**src/rtl/mux_six_sequencer.sv**
```systemverilog
// mux_six_sequencer: steps the 1-to-6 operand demux of the multiplier datapath.
// On iniciar it walks the latched destination mask from lowest to highest set
// bit. For each selected destination it takes one word over valid/ready. It then
// presents the op/saida pair with a one-cycle carrega strobe. pronto pulses once
// when the mask is exhausted.
module mux_six_sequencer #(
    parameter int LARGURA  = 16,
    parameter int NUM_DEST = 6
) (
    input  logic                clock,
    input  logic                reset,
    input  logic                iniciar,
    input  logic [NUM_DEST-1:0] mascara,
    input  logic [LARGURA-1:0]  entrada,
    input  logic                entrada_valida,
    output logic                entrada_pronta,
    output logic [2:0]          op,
    output logic [LARGURA-1:0]  saida,
    output logic                carrega,
    output logic                ocupado,
    output logic                pronto
);

    typedef enum logic [1:0] {
        OCIOSO  = 2'd0,
        ESPERA  = 2'd1,
        ESCREVE = 2'd2,
        FIM     = 2'd3
    } estado_t;

    estado_t             estado;
    estado_t             proximo;
    logic [NUM_DEST-1:0] mask_q;
    logic [NUM_DEST-1:0] restante;

    // Index of the lowest set bit of a destination mask (0 when the mask is empty)
    function automatic logic [2:0] menor_bit(input logic [NUM_DEST-1:0] m);
        logic achou;
        menor_bit = '0;
        achou     = 1'b0;
        for (int unsigned i = 0; i < NUM_DEST; i++) begin
            if (m[i] && !achou) begin
                menor_bit = 3'(i);
                achou     = 1'b1;
            end
        end
    endfunction

    // Mask left over once the destination currently in op has been written
    always_comb begin
        restante = mask_q & ~(NUM_DEST'(1) << op);
    end

    // State register
    always_ff @(posedge clock) begin
        if (reset) begin
            estado <= OCIOSO;
        end else begin
            estado <= proximo;
        end
    end

    // Next-state decode plus the handshake/status outputs decoded from state
    always_comb begin
        proximo        = estado;
        entrada_pronta = 1'b0;
        ocupado        = 1'b1;
        case (estado)
            OCIOSO: begin
                ocupado = 1'b0;
                if (iniciar) begin
                    proximo = (mascara != '0) ? ESPERA : FIM;
                end
            end
            ESPERA: begin
                entrada_pronta = 1'b1;
                if (entrada_valida) begin
                    proximo = ESCREVE;
                end
            end
            ESCREVE: begin
                proximo = (restante != '0) ? ESPERA : FIM;
            end
            FIM: begin
                proximo = OCIOSO;
            end
            default: begin
                proximo = OCIOSO;
            end
        endcase
    end

    // Datapath registers. The strobes are registered from the next state, so
    // carrega is high exactly during ESCREVE and pronto exactly during FIM.
    always_ff @(posedge clock) begin
        if (reset) begin
            mask_q  <= '0;
            op      <= '0;
            saida   <= '0;
            carrega <= 1'b0;
            pronto  <= 1'b0;
        end else begin
            carrega <= (proximo == ESCREVE);
            pronto  <= (proximo == FIM);
            case (estado)
                OCIOSO: begin
                    if (iniciar && (mascara != '0)) begin
                        mask_q <= mascara;
                        op     <= menor_bit(mascara);
                    end
                end
                ESPERA: begin
                    if (entrada_valida) begin
                        saida <= entrada;
                    end
                end
                ESCREVE: begin
                    mask_q <= restante;
                    op     <= (restante != '0) ? menor_bit(restante) : '0;
                end
                FIM: begin
                    op <= '0;
                end
                default: begin
                    op <= '0;
                end
            endcase
        end
    end

endmodule

```
**config.mk**
```make
export PLATFORM = sky130hd
export DESIGN_NAME = mux_six_sequencer
export DESIGN_NICKNAME = d
export VERILOG_FILES = /design/src/rtl/mux_six_sequencer.sv
export SDC_FILE = /design/constraint.sdc
export NUM_CORES = 1
export LEC_CHECK = 0
export BUFFER_PORTS_ARGS = -buffer_cell sky130_fd_sc_hd__buf_4
export CORE_ASPECT_RATIO = 1.4
export CORE_MARGIN = 3
export CORE_UTILIZATION = 40
export DETAILED_ROUTE_END_ITERATION = 8
export HOLD_SLACK_MARGIN = 0.08
export PLACE_DENSITY = 0.66
export RECOVER_POWER = 50
export SKIP_CTS_REPAIR_TIMING = 1
export SYNTH_ARGS = -nofsm -noshare
export SYNTH_HDL_FRONTEND = slang
export SYNTH_SLANG_ARGS = --single-unit
```
**constraint.sdc**
```tcl
create_clock -name clock -period 3.6 [get_ports clock]
set_clock_uncertainty 0.15 [all_clocks]
set_input_delay 0.18 -clock clock [delete_from_list [all_inputs] [get_ports clock]]
set_output_delay 0.18 -clock clock [all_outputs]
set_load 0.02 [all_outputs]
```
; ---- Yosys cells after proc, flatten, opt, wreduce, memory -nomap -nowiden
; Index checks and enable logic that the tools add are counted.
[word_totals]
elab_cells = 101
output_inout_bits = 23
inputBits = 26
register_bits = 29
[op_classes]
shifts = 1
n_reduce_logical = 29
eq_ne = 6
bitwise = 2
n_mux = 57
[op_table]
columns = cell, count
row1 = $mux 1, 39
row2 = $mux 3, 10
row3 = $pmux 6 s2, 1
row4 = $reduce_bool 6->1, 2
row5 = $logic_and 1x1->1, 11
row6 = $logic_not 1->1, 10
row7 = $pmux 3 s3, 1
row8 = $eq 2x2->1 const B, 4
row9 = $mux 2, 4
row10 = $pmux 2 s4, 1
row11 = $and 6x6->6, 1
row12 = $mux 6, 1
row13 = $not 6->6, 1
row14 = $reduce_and 2->1, 3
row15 = $shl 1x3->6 const A, 1
row16 = $reduce_bool 3->1, 1
row17 = $eq 2x1->1 const B, 1
row18 = $logic_not 2->1, 1
row19 = $ne 2x2->1 const B, 1
row20 = $reduce_bool 2->1, 1

; ---- Logic depth before layout (Yosys ltp)
; Gate-level depths: netlist of the first run.
[logic_depth]
word_depth = 34
depth_mapped = 6
depth_no_buf = 5

; ---- Worst setup path before layout of the first run
; OpenSTA, ideal clock, no wires.
[synth_path]
kind = reg-to-reg
from = register estado[0]
to = register saida[0]
t_required_ns = 3.379
synth_period_minus_slack_ns = 1.736
n_path_buf = 2
path_stages_with_launch = 7
setup_time_ns = 0.071
path_slack_ns = 1.864
t_arrival_ns = 1.515
path_cell_list = dfxtp_1 nor2b_1 and2_1 clkbuf_1 buf_2 nand2_1 a21oi_1
[synth_via]
elab_chain_cells = 2
[synth_lines]
columns = element, line
row1 = from (decl), 31  ; estado_t estado;
row2 = from (signal assigned), 59  ; estado <= proximo;
row3 = $eq 2x1->1, 105  ; case (estado)
row4 = $reduce_and 2->1 (no source line), --
row5 = to (signal assigned), 114  ; saida <= entrada;
row6 = to (decl), 18  ; output logic [LARGURA-1:0] saida,
; No other way between the ends.
; A chain may end at the register's enable or synchronous reset.

; ---- Final worst setup path of the first run
[layout_path]
from = input mascara[1]
to = register mask_q[5]
[layout_via]
elab_chain_cells = 4
[layout_lines]
columns = element, line
row1 = from (decl), 13  ; input logic [NUM_DEST-1:0] mascara,
row2 = $reduce_bool 6->1, 107  ; if (iniciar && (mascara != '0)) begin
row3 = $logic_and 1x1->1, 107
row4 = $ne 2x2->1 (no source line), --
row5 = $reduce_and 2->1 (no source line), --
row6 = to (signal assigned), 108  ; mask_q <= mascara;
row7 = to (signal assigned), 118  ; mask_q <= restante;
row8 = to (decl), 33  ; logic [NUM_DEST-1:0] mask_q;
; No other way between the ends.

==> impl.org, run 1 <==
** Status
- The flow ran to the end, and the final reports show no timing, DRC or antenna violations.

** Worst setup path
- The worst setup path is launched from an input port.
- In this run the worst path has a maximum fanout of 6.
- Setup crit end kind :: flop
- Data required, critical path :: 3.67 ns
- Critical path class :: in -> reg
- For the worst setup path, the data arrival time is 2.41 ns.
- Worst reg-to-reg setup slack :: 1.73 ns

** Timing
- Headroom to the max-slew limit came out at 0.559.
- Tmin final :: 2.34 ns
- Dividing the final minimum period by the clock period gives 0.650.
- Max Clock Freq :: 427 MHz
- Endpoints failing setup :: 0
- Number of pins with negative max-slew slack in the final report :: 0
- Setup TNS :: 0 ns
- Setup slack on the critical path of the routed design comes to 1.26 ns.
- The count of endpoints failing hold in the final timing report came to 0.
- RSZ-0062 raised after global routing :: no
- At the pin with the least slew margin, the transition time is 0.656 ns.

** Synthesis
- Proportion of register bits with asynchronous set or reset after synthesis :: 0
- Most frequent cell after synthesis :: sky130_fd_sc_hd__nand2_1
- Number of flops mapped to enable cells by yosys :: 0
- Count of yosys warnings during synthesis :: 0
- When the netlist entered floorplanning its net count stood at 213.
- Largest cells by area after synthesis :: sky130_fd_sc_hd__dfxtp_1 (41%), sky130_fd_sc_hd__a21oi_1 (12%), sky130_fd_sc_hd__nand2_1 (10%), sky130_fd_sc_hd__nor2_1 (3.4%), sky130_fd_sc_hd__nand2b_1 (2.2%)
- Of the post-synthesis cell area, the dominant cell type holds 0.409.
- Synthesis instantiated 37 different standard cells from the library.
- Gate count after technology mapping :: 187
- Counting instances in the post-synthesis netlist gives the leading cell types as sky130_fd_sc_hd__nand2_1 (39), sky130_fd_sc_hd__a21oi_1 (35), sky130_fd_sc_hd__dfxtp_1 (29).
- Part of the Yosys area used for sequential elements :: 0.409
- Synth Cell Area :: 0.00142 mm^2
- Leading area contributor after synthesis :: sky130_fd_sc_hd__dfxtp_1
- Avg Synthesized Cell Area :: 7.59 um^2
- Main synth FF type :: sky130_fd_sc_hd__dfxtp_1
- Counting flops and latches in the post-synthesis netlist gives 29.

** Layout
- Of the cells placed in the final design, the portion with a size suffix greater than 1 is 0.143.
- With fillers left out, the area of the finished cells amounts to 0.00198 mm^2.
- After filler insertion, the fill cell instance count of the layout stands at 346.
- Compared with the post-synthesis result, the final layout area differs by 39.3%.
- Antenna diodes :: 0
- Total Nets Final :: 276

** Die
- Measured along the x axis, the die boundary spans 56.4 um.
- In this run the count of I/O pins placed on the die edge is 49.
- Overall die height :: 76.5 um
- Initial cell density of the core :: 0.420
- Cell Rows :: 25
- Area of the core :: 0.00338 mm^2
- Die ar. :: 0.00431 mm^2

** Pwr
- Leak :: 0.737 nW
- In this run the power density over the cells is 422 mW/mm^2.
- Peak supply drop :: 0.266 mV

** Clock tree
- TritonCTS built the clock tree.
- Clock tree synthesis selected as its root buffer the cell sky130_fd_sc_hd__clkbuf_8.
- Clock-pin transition on the worst setup and hold timing paths :: 0.06 ns
- In this run the number of H-tree levels came out at 2.
- TritonCTS buffer count :: 5
- Clock sink count :: 29
- Max clock buf depth :: 2
- The later pin in the worst-skew pair is clocked with a latency of 0.28 ns.

** GRT
- Vias in the first global route :: 1,331
- The number of antenna violations at the first check in global routing came to 0.
- Across every metal layer, demand over resource in global routing totals 0.175.
- Global routing finished with a remaining overflow of 0.
- Wire length of the first global-routing pass :: 5980 um
- Entering global routing, the biggest net connects 31 pins.

** Routing
- Average detailed-routed wire length per instance :: 13.3 um
- Total number of vias :: 1,509
- Number of antenna-violating nets in the routed design :: 0
- Iteration-0 DRC Markers :: 49
- For this block, the routed nets add up to 3870 um of wire.
- Routed via count divided by cell count :: 5.19
- The pre-antenna-repair detailed-routing pass consisted of 4 iterations.
- Count of unresolved DRC violations after routing :: 0

** Job
- Across the run, the number of max-cap violations was 0.

** Placed design
- Once placement finished, the instance area stood at 0.00179 mm^2.
- Number of port buffers :: 48
- Weighted congestion reported at the end of routability-driven placement :: 0.965
- Worst setup slack after placement :: 1.72 ns
- Summed over all nets, the half-perimeter wirelength after detailed placement is 2530 um.

** Hold path
- Worst hold path type :: in -> reg
-- area by class of cell --
type / instances / area, um^2 / share of cell area
timing repair buffer: 67 / 464 / 0.235
sequential: 29 / 581 / 0.293
clock inverter: 1 / 5.00 / 0.00253
tap: 40 / 50.0 / 0.0253
clock buffer: 7 / 96.3 / 0.0487
multi-input combinational: 143 / 767 / 0.388
inverter: 4 / 15.0 / 0.00759
-- where the power goes --
part           internal, mW  switching [mW]
registers             0.341          0.0295
clock network         0.172           0.120
logic                0.0785          0.0929
total                 0.592           0.243
-- flip-flops by register name (all words and copies together) (netlist names) --
name and flops:
mask_q 6, saida 16, carrega 1, pronto 1
op 3, estado 2
-- stage by stage --
step | util | power, mW | instances | hold slack (ns)
floorplan | - | 0.476 | 187 | 0.166
global placement | 0.529 | 0.545 | 264 | 0.280
detailed placement | 0.529 | 0.545 | 264 | 0.285
CTS | 0.559 | 0.842 | 272 | -0.0132
global route | 0.586 | 0.882 | 291 | 0.108
finish | 0.586 | 0.835 | 291 | 0.0865
-- final timing paths --
path,cells after the start,start,end
worst min-delay path,3,iniciar,estado[0]
worst max-delay path,7,mascara[1],mask_q[5]
worst min register to register,2,saida[8],saida[8]
worst max register to register,4,estado[0],saida[6]
-- worst max-delay path, cell delays in order --
cell and delay [ns]:
sky130_fd_sc_hd__dlygate4sd3_1 0.53, sky130_fd_sc_hd__buf_4 0.15, sky130_fd_sc_hd__or4_4 0.52, sky130_fd_sc_hd__o31ai_1 0.56, sky130_fd_sc_hd__mux2_1 0.24, sky130_fd_sc_hd__o21ai_1 0.08
sky130_fd_sc_hd__a21oi_2 0.14
-- per-layer routing --
| layer | up-vias | part of all wire | GRT usage |
|---|---|---|---|
| met5 | - | 0 | 0 |
| met4 | 0 | 0.024 | 0.0950 |
| li1 | 775 | - | - |
| met1 | 681 | 0.41 | 0.198 |
| met2 | 47 | 0.50 | 0.292 |
| met3 | 6 | 0.058 | 0.0508 |
-- cell usage in the layout (no fill, tap or decap), drive strengths merged --
master / netlist / routed
nor3: 5 / 5
nor3b: 3 / 3
mux2i: 3 / 3
nand2b: 5 / 5
a32oi: 1 / 1
o21a: 1 / 1
a21oi: 36 / 36
a31oi: 2 / 2
o32ai: 1 / 1
clkbuf: 8 / 30
buf: 3 / 25
nor2b: 5 / 5
o211ai: 2 / 2
o21ai: 4 / 4
inv: 4 / 4
nand3b: 1 / 1
nand2: 39 / 39
nor2: 13 / 13
mux2: 1 / 1
nor4: 1 / 1
a22oi: 1 / 1
or4: 1 / 1
clkinv: 0 / 1
a21boi: 3 / 3
dlygate4sd3: 0 / 19
o21bai: 2 / 2
and2: 3 / 3
o22a: 1 / 1
or2: 1 / 1
o22ai: 2 / 2
nand3: 2 / 2
nor4b: 1 / 1
o31ai: 3 / 3
dfxtp: 29 / 29
-- cell families after synthesis --
kind of cell           synth area share
and+or+nand+nor                   0.268
AOI/OAI and AO/OA                 0.253
DFF                               0.409
buffers and inverters            0.0414
muxes                            0.0291
(Power assumes the default switching activity.)
==> inputs of run 2 (changes only) <==
- clock period: 3.6 -> 2.3 ns (I/O delays scaled with it)
==> run 2 against run 1 <==
Via count down 0.27%. Register-to-register slack worse by 1.3 ns. Critical path type unchanged. Largest cell class unchanged. Flip-flop and latch count unchanged. Global-route usage up 0.23 points.
==> impl.org, run 2 (synthesis gave the netlist of run 1 again) <==
** Routing
- The overall via count from detail_route was 1,505 (-0.27%).
- The total length of routed wires came to 4000 um (+3.3%).
- The number of detailed-route iterations in the first pass came to 4 (unchanged).
- Count of unresolved DRC violations after routing :: 0 (unchanged)
- Number of antenna-violating nets in the routed design :: 0 (unchanged)
- Routed via count divided by cell count :: 5.07 (-2.3%)
- Iteration-0 DRC Markers :: 50 (+2.0%)
- The post-detailed-route wirelength per cell is 13.5 um (+1.2%).

** Layout
- Compared with the post-synthesis result, the final layout area differs by 42.8%.
- The fill cell instance count of the final layout came to 331 (-4.3%).
- The number of diodes added for antenna fixing came to 0 (unchanged).
- Commonest non-fill, non-tap cells in the layout :: sky130_fd_sc_hd__nand2_1 (39), sky130_fd_sc_hd__a21oi_1 (35), sky130_fd_sc_hd__dfxtp_1 (29)
- Reg with most FFs :: saida
- The number of nets in the layout came to 282 (+2.2%).
- Leading cell type in the layout, fill and taps excluded :: sky130_fd_sc_hd__nand2_1
- Leading registers by flop count :: saida (16), mask_q (6), op (3)
- Layout Cells excl Fill :: 297 (+2.1%)
- The flip-flop count of the largest register after layout was 16 (unchanged).
- Final standard cell utilization of the core :: 0.600 (+0.0148)
- Proportion of layout cells with a drive suffix above 1 :: 0.148 (+0.00443)

** Pwr
- The net load switching power was 0.388 mW (+60%).
- Clk network pwr share :: 0.318 (-0.032)
- Logic gate share of total power :: 0.226 (+0.021)
- Peak supply drop :: 0.397 mV (+50%)
- Power share of the sequential group :: 0.457 (+0.013)
- The switching power as a share of total power is 0.307 (+0.0161).
- Leak :: 0.760 nW (+3.1%)
- The power per cell area was 623 mW/mm^2 (+48%).
- P_int :: 0.876 mW (+48%)

** Timing
- Tightest hold margin :: 0.0517 ns (-0.0347 ns)
- Setup TNS :: 0 ns (unchanged)
- Tmin final :: 2.05 ns
- The count of endpoints failing hold in the final timing report was 0 (unchanged).
- The count of final setup violators was 0 (unchanged).
- RSZ-0062 raised after global routing :: no
- Period utilization :: 0.892
- The slew of the pin with the lowest slew margin is 0.587 ns (-0.0691 ns).
- For this run, the top clock speed supported by timing is 488 MHz.
- The normalized max-slew margin was 0.608 (+0.0488).
- Number of pins with negative max-slew slack in the final report :: 0 (unchanged)

** GRT
- The via count of the first global-routing pass was 1,345 (+1.1%).
- The largest net degree at the start of global routing is 31 (unchanged).
- Congestion Overflow GR :: 0 (unchanged)
- The global router's overall resource usage is 0.178 (+0.00229).
- Initial antenna violation count :: 0 (unchanged)
- The wire length of the first global-routing pass was 6090 um (+2.0%).

** Clock tree
- Max clock buf depth :: 2 (unchanged)
- H-tree lvl count :: 2 (unchanged)
- Clock sink count :: 29 (unchanged)
- Clock tree from TritonCTS :: built
- The root buffer cell chosen for the clock tree is sky130_fd_sc_hd__clkbuf_8.
- The clock-pin transition on the worst setup and hold timing paths is 0.07 ns (about the same).
- The number of clock buffers inserted by TritonCTS was 5 (unchanged).
- Insertion delay to the later sink of the worst-skew pair :: 0.28 ns (about the same)

** Die
- Cell Rows :: 25 (unchanged)
- Die ar. :: 0.00431 mm^2 (unchanged)
- The placeable core region came to 0.00338 mm^2 (unchanged).
- Overall die height :: 76.5 um (unchanged)
- Initial cell density of the core :: 0.420 (unchanged)
- Die boundary width :: 56.4 um (unchanged)
- The number of top-level pins came to 49 (unchanged).

** Worst setup path
- The slowest stage of the critical path is the sky130_fd_sc_hd__dlygate4sd3_1 cell.
- The buffer and inverter count on the worst path came to 3 (+1).
- The number of logic stages on the critical path including buffering was 6 (-1).
- Worst Setup EP :: pronto
- Length in cells of the worst reg-to-reg path :: 4 (unchanged)
- The cell that appears most often on the critical path is sky130_fd_sc_hd__dlygate4sd3_1.
- Broken down by cell family, the worst path's largest delay share belongs to buffers and inverters.
- Traced cell by cell, the critical path runs through dlygate4sd3_1 -> buf_4 -> nor4_1 -> dlygate4sd3_1 -> nand3_1 -> a21oi_1.
- The critical path is of the in -> reg type.
- Category of the worst setup path launch point :: input port
- Data required, critical path :: 2.37 ns (-1.30 ns)
- Worst r2r src :: estado[0]
- Crit. Startpoint :: mascara[1]
- The critical path's largest stage delay came to 0.64 ns (+0.08 ns).
- The minimum setup slack among reg-to-reg paths is 0.45 ns (-1.28 ns).
- Setup crit end kind :: flop
- Highest fanout seen on the critical path :: 5 (-1)
- CP Data Arrival Time :: 2.12 ns (-0.29 ns)
- The worst register-to-register path ends at saida[5].

** Placed design
- Weighted congestion reported at the end of routability-driven placement :: 0.817 (-15%)
- Post-DP HPWL :: 2570 um (+1.4%)
- The total of buffers placed on input and output ports was 48 (unchanged).
- The post-placement cell count came to 266 (+0.76%).

** Hold path
- The min-delay analysis places its worst path in the category in -> reg.

** Job
- The number of max-cap violations was 0 (unchanged).

** Status
- The run finished with clean final reports.
## run 2: cell types whose count changed in the layout (fill, tap and decap cells not counted), sizes merged
cell | previous run | this run
dlygate4sd3 | 19 | 23
clkinv | 1 | 2
clkbuf | 30 | 29
buf | 25 | 27
## run 2: worst min path at each step
stage | start | end | cells after the start
after global routing | mascara[4] | pronto | 4
after floorplan | entrada[0] | saida[0] | 2
after global placement | entrada[10] | saida[10] | 3
after detailed placement | entrada[6] | saida[6] | 3
after CTS | entrada[11] | saida[11] | 3
final | mascara[4] | pronto | 4
## run 2: routing by layer
layer	part of all wire	vias up	track usage
met4	0.025	0	0.107
met1	0.41	676	0.200
met2	0.52	37	0.290
met3	0.048	9	0.0525
met5	0	-	0
li1	-	783	-
## run 2: final cells by class
| type | instances | area [um^2] | share of cell area |
|---|---|---|---|
| Clock inverter | 2 | 10.0 | 0.00494 |
| Multi-Input combinational cell | 143 | 781 | 0.385 |
| Sequential cell | 29 | 581 | 0.286 |
| Timing Repair Buffer | 73 | 519 | 0.256 |
| Tap cell | 40 | 50.0 | 0.0247 |
| Inverter | 4 | 15.0 | 0.00740 |
| Clock buffer | 6 | 72.6 | 0.0358 |
## run 2: power by group through the flow
stage	sequential [mW]	clock, mW	combinational, mW
floorplan	0.591	0	0.155
global placement	0.588	0	0.271
detailed placement	0.588	0	0.269
CTS	0.577	0.417	0.271
global route	0.583	0.434	0.317
finish	0.577	0.402	0.285
## run 2: worst reg2reg max path: stages, from the launching register on
cell                      delay, ns
sky130_fd_sc_hd__dfxtp_1       0.57
sky130_fd_sc_hd__nor2b_1       0.30
sky130_fd_sc_hd__and2_1        0.52
sky130_fd_sc_hd__nand2_1       0.12
sky130_fd_sc_hd__a21oi_1       0.13
## run 2: stage by stage
stage	total power [mW]	setup slack, ns	cell area (um^2)
after global routing	1.33	0.162	2030
after CTS	1.27	0.432	1880
after detailed placement	0.858	0.456	1800
after floorplan	0.746	0.564	1420
final	1.26	0.249	2030
after global placement	0.858	0.521	1800
